===== src/rtl/preg_free_list_ctrl.sv =====
// Physical-register free list and squash recovery sequencer for rename.
// Optional macro PREG_FREE_LIST_CHECK_EN enables sticky double-free detection.
module preg_free_list_ctrl #(
    parameter int unsigned PHYS_REGS = 64,
    parameter int unsigned ARCH_REGS = 32,
    localparam int unsigned PW = $clog2(PHYS_REGS),
    localparam int unsigned AW = $clog2(ARCH_REGS),
    localparam int unsigned CW = $clog2(PHYS_REGS + 1)
) (
    input  logic          clk,
    input  logic          reset,
    input  logic          alloc_req,
    input  logic [AW-1:0] alloc_dest_arch,
    output logic          alloc_gnt,
    output logic [PW-1:0] alloc_preg,
    output logic          mt_set_dest_enable,
    output logic [PW-1:0] mt_new_dest_pr_idx,
    input  logic          retire_free_valid,
    input  logic [PW-1:0] retire_free_preg,
    input  logic          squash,
    output logic          mt_restore_enable,
    output logic [AW-1:0] mt_arch_map_idx,
    input  logic [PW-1:0] mt_arch_map_preg,
    output logic          busy,
    output logic [CW-1:0] free_count,
    output logic          double_free_err
);

    typedef enum logic [1:0] {
        S_IDLE    = 2'd0,
        S_RESTORE = 2'd1,
        S_REBUILD = 2'd2
    } state_t;

    localparam logic [PHYS_REGS-1:0] FREE_INIT = {{(PHYS_REGS-1){1'b1}}, 1'b0};

    state_t                 r_state;
    state_t                 w_state_nxt;
    logic [AW-1:0]          r_walk;
    logic [AW-1:0]          w_walk_nxt;
    logic [PHYS_REGS-1:0]   r_free;
    logic [PHYS_REGS-1:0]   w_free_nxt;
    logic [CW-1:0]          r_free_count;
    logic [CW-1:0]          w_count_nxt;
    logic                   r_busy;
    logic [PW-1:0]          w_low;
    logic                   w_dfe_set;

    // Lowest-index free register; p0 is never a candidate.
    always_comb begin
        w_low = '0;
        for (int i = int'(PHYS_REGS) - 1; i >= 1; i--) begin
            if (r_free[i]) w_low = PW'(i);
        end
    end

    always_comb begin
        w_state_nxt        = r_state;
        w_walk_nxt         = r_walk;
        w_free_nxt         = r_free;
        w_dfe_set          = 1'b0;
        alloc_gnt          = 1'b0;
        alloc_preg         = '0;
        mt_set_dest_enable = 1'b0;
        mt_new_dest_pr_idx = '0;
        mt_restore_enable  = 1'b0;
        mt_arch_map_idx    = '0;
        case (r_state)
            S_IDLE: begin
                // Free is applied before the grant clear so a granted bit always ends cleared.
                if (retire_free_valid && (retire_free_preg != '0)) begin
                    w_dfe_set                    = r_free[retire_free_preg];
                    w_free_nxt[retire_free_preg] = 1'b1;
                end
                if (alloc_req && !squash) begin
                    if (alloc_dest_arch == '0) begin
                        alloc_gnt = 1'b1;
                    end else if (r_free_count != '0) begin
                        alloc_gnt          = 1'b1;
                        alloc_preg         = w_low;
                        mt_set_dest_enable = 1'b1;
                        mt_new_dest_pr_idx = w_low;
                        w_free_nxt[w_low]  = 1'b0;
                    end
                end
            end
            S_RESTORE: begin
                mt_restore_enable = 1'b1;
                w_free_nxt        = FREE_INIT;
                w_walk_nxt        = '0;
                w_state_nxt       = S_REBUILD;
            end
            S_REBUILD: begin
                mt_arch_map_idx              = r_walk;
                w_free_nxt[mt_arch_map_preg] = 1'b0;
                w_walk_nxt                   = r_walk + AW'(1);
                if (r_walk == AW'(ARCH_REGS - 1)) w_state_nxt = S_IDLE;
            end
            default: w_state_nxt = S_IDLE;
        endcase
        if (squash) w_state_nxt = S_RESTORE;
        w_free_nxt[0] = 1'b0;
    end

    // Popcount of the next bitmap keeps free_count exact after any rebuild.
    always_comb begin
        w_count_nxt = '0;
        for (int i = 0; i < int'(PHYS_REGS); i++) begin
            w_count_nxt = w_count_nxt + CW'(w_free_nxt[i]);
        end
    end

    always_ff @(posedge clk or posedge reset) begin
        if (reset) begin
            r_state      <= S_IDLE;
            r_walk       <= '0;
            r_free       <= FREE_INIT;
            r_free_count <= CW'(PHYS_REGS - 1);
            r_busy       <= 1'b0;
        end else begin
            r_state      <= w_state_nxt;
            r_walk       <= w_walk_nxt;
            r_free       <= w_free_nxt;
            r_free_count <= w_count_nxt;
            r_busy       <= (w_state_nxt != S_IDLE);
        end
    end

`ifdef PREG_FREE_LIST_CHECK_EN
    logic r_dfe;

    always_ff @(posedge clk or posedge reset) begin
        if (reset) begin
            r_dfe <= 1'b0;
        end else if (w_dfe_set) begin
            r_dfe <= 1'b1;
        end
    end

    assign double_free_err = r_dfe;
`else
    assign double_free_err = 1'b0;
`endif

    assign busy       = r_busy;
    assign free_count = r_free_count;

endmodule


===== config.mk =====
export PLATFORM = sky130hd
export DESIGN_NAME = preg_free_list_ctrl
export DESIGN_NICKNAME = d
export VERILOG_FILES = /design/src/rtl/preg_free_list_ctrl.sv
export SDC_FILE = /design/constraint.sdc
export NUM_CORES = 1
export LEC_CHECK = 0
export BUFFER_PORTS_ARGS = -buffer_cell sky130_fd_sc_hd__buf_2
export CORE_MARGIN = 2
export CORE_UTILIZATION = 30
export CTS_CLUSTER_SIZE = 8
export DETAILED_ROUTE_END_ITERATION = 8
export GPL_ROUTABILITY_DRIVEN = 0
export PLACE_DENSITY_LB_ADDON = 0.05
export SYNTH_ARGS = -nofsm -noshare
export SYNTH_HDL_FRONTEND = slang
export SYNTH_SLANG_ARGS = --single-unit

===== constraint.sdc =====
create_clock -name clk -period 10.55 [get_ports clk]
set_clock_uncertainty 0.2 [all_clocks]
set_input_delay 1.055 -clock clk [delete_from_list [all_inputs] [get_ports clk]]
set_output_delay 1.055 -clock clk [all_outputs]
set_load 0.005 [all_outputs]

==> run summary <==
status = completed
most frequent cells in the layout = o21ai_0, nor2_1, nand2_1, inv_1, dfstp_2
grt ovf = 0
Max FO, Critical Path = 35
vias in the first global route = 8,149
Layout area overhead = 11.7%
Nets = 1,131
DP Area = 8940 um^2
Rows = 60
die height = 170 um
pin count of the biggest net entering global routing = 49
number of fill cells in the layout = 2,832
Wirelength per Cell = 29.0 um
fin crit share = 87.3%
Post CTS Setup Buffer Count = 0
crit path kind = register to register
CP startpoint kind = register
Slew headroom = 11.0%
sequential element share of the synthesized area = 24.6%
crit path buf inv count = 9
post-detailed-routing wire length = 40.0 mm
worst reg2reg path startpoint = r_free[41]
clk slew on worst S/H paths = 0.07 ns
slowest cell on the critical path = a2111oi_0
Post-Syn Area = 8300 um^2
Post-synth EDFFs = 0
final instance area = 9260 um^2
Die ar. = 29,000 um^2
RR Endpoint = free_count[6]
commonest non-fill, non-tap cell in the layout = o21ai_0
Max clock buf depth = 2
register bit count reported by yosys = 78
Clock Tree Root = clkbuf_16
later-pin clock latency in the skew report = 0.37 ns
clk sink count = 78
layout cells sized above 1 = 19.0%
CP arrival = 9.27 ns
DRC violations left = 0
CTS resizes = 0
Chip Width = 170 um
Most common cell on crit path = fa_1
Final WS setup = 1.34 ns
max-cap viol count = 0
Worst path depth = 29
TNS Setup = 0 ns
Hold Vio Cnt, Final = 0
max-slew violations = 0
global-route wire length before repair = 58.2 mm
HPWL after DPL = 29.8 mm
top_reg_cell synth = dfstp_2
CTS tree = built
CP Launch Point = r_free[41]
Setup violations, final = 0
CTS Buf Count = 9
gr usage total = 28.1%
end of the critical path = free_count[6]
initial antenna violation count = 0
Synthesized Nets = 1,104
Vias = 8,453
r2r setup slk = 1.34 ns
Worst Path Required = 10.60 ns
RSZ-0062 raised after global routing = false
Ports = 51
Unique masters post-synth = 80
vias per inst = 6.12
min-delay worst type = register to register
Initial Util = 30.7%
Final min period = 9.21 ns
Ys Warns = 0
Final ANT Viol Nets = 0
Async SR Flop Fraction = 100%
Fmax = 109 MHz
DRT iter0 DRCs = 907
# hold bufs at CTS = 0
actual slew at the worst max-slew pin = 1.33 ns
Worst Reg-to-Reg Cells = 29
Crit. End Element = register
pre-CTS setup slack = 1.41 ns
H-Tree Depth = 3
slowest stage delay, CP = 0.64 ns
Port Buf Inserts = 49
core area = 27,000 um^2
antenna cells = 0
Avg Cell Area, Syn = 8.23 um^2
Top delay family on crit path = adder cells
TritonRoute pass-1 iters = 5
synthesized instance count = 1,008
state kept, by name, summed over array words and instances (netlist names):
signal / count
busy: 1
free_count: 7
r_free: 63
r_state: 2
r_walk: 5
logic make-up (layout without fill, tap and decap cells):
logic type,count (synthesis),in the layout,synth area share [%]
DFF,78,78,24.6
and+or+nand+nor,367,367,23.9
AOI/OAI and AO/OA,355,355,28.9
buffers and inverters,129,161,6.17
other,1,1,0.0452
xor gates and xnor gates,4,4,0.422
adders and majority gates,74,74,16.0
final cells by class:
type	instances	area (um^2)	share of cell area (%)
Clock buffer	10	239	2.58
Clock inverter	6	85.1	0.918
Inverter	72	272	2.93
Multi-Input combinational cell	801	5750	62.1
Sequential cell	78	2040	22.0
Tap cell	341	427	4.61
Timing Repair Buffer	73	450	4.86
worst reg2reg max path, delay by kind of cell, from the launching register on:
kind	cells	cell delay (ns)
AND/OR/NAND/NOR	1	0.34
adder cells (fa/ha/maj)	10	4.77
flip-flops	1	0.57
AO/OA/AOI/OAI	9	2.43
buffers and inverters	9	0.78
Yosys cell counts (all sizes together) (7+ instances only):
cell type	number	share of area (%)
nor3	18	1.1
and3	14	1.1
nand3	23	1.5
dfstp	69	22
nor4b	12	1.3
and2	10	0.75
nor3b	7	0.77
inv	72	3.3
nor4	21	2.2
nand2	82	3.9
a21o	9	0.81
nand4	9	0.68
o211ai	32	3.1
nor2b	25	1.9
a211oi	23	2.1
a21boi	24	2.2
ha	21	3.2
buf	10	0.78
clkbuf	47	2.1
a31oi	16	1.4
a21oi	41	2.5
o211a	8	0.97
or4	10	1.0
o21ai	116	7.2
dfrtp	9	2.7
a221oi	16	1.7
nor2	98	4.4
nand2b	11	0.83
o21a	18	1.6
fa	53	13
metrics by stage:
step,std cells,util [%],hold slack [ns]
after CTS,1381,34.3,0.370
after global routing,1381,34.3,0.434
after global placement,1365,33.1,0.373
final,1381,34.3,0.374
after floorplan,1008,-,0.328
after detailed placement,1365,33.1,0.361
layer usage:
layer	vias up	wire length, um	track usage, %
met5	-	0	0
met1	4200	17700	39.8
met2	437	17300	42.6
met4	0	1430	10.5
li1	3743	-	-
met3	73	3490	4.86
worst min-delay path by stage:
stage | startpoint | end | cells past startpoint
after floorplan | r_walk[4] | r_walk[4] | 2
after detailed placement | r_walk[4] | r_walk[4] | 2
after CTS | r_walk[4] | r_walk[4] | 2
final | r_walk[4] | r_walk[4] | 2
after global routing | r_walk[3] | r_walk[3] | 2
after global placement | r_walk[4] | r_walk[4] | 2
Power is not shown: default switching activity piles up to over one toggle a cycle in this logic, so the estimate is an artifact.
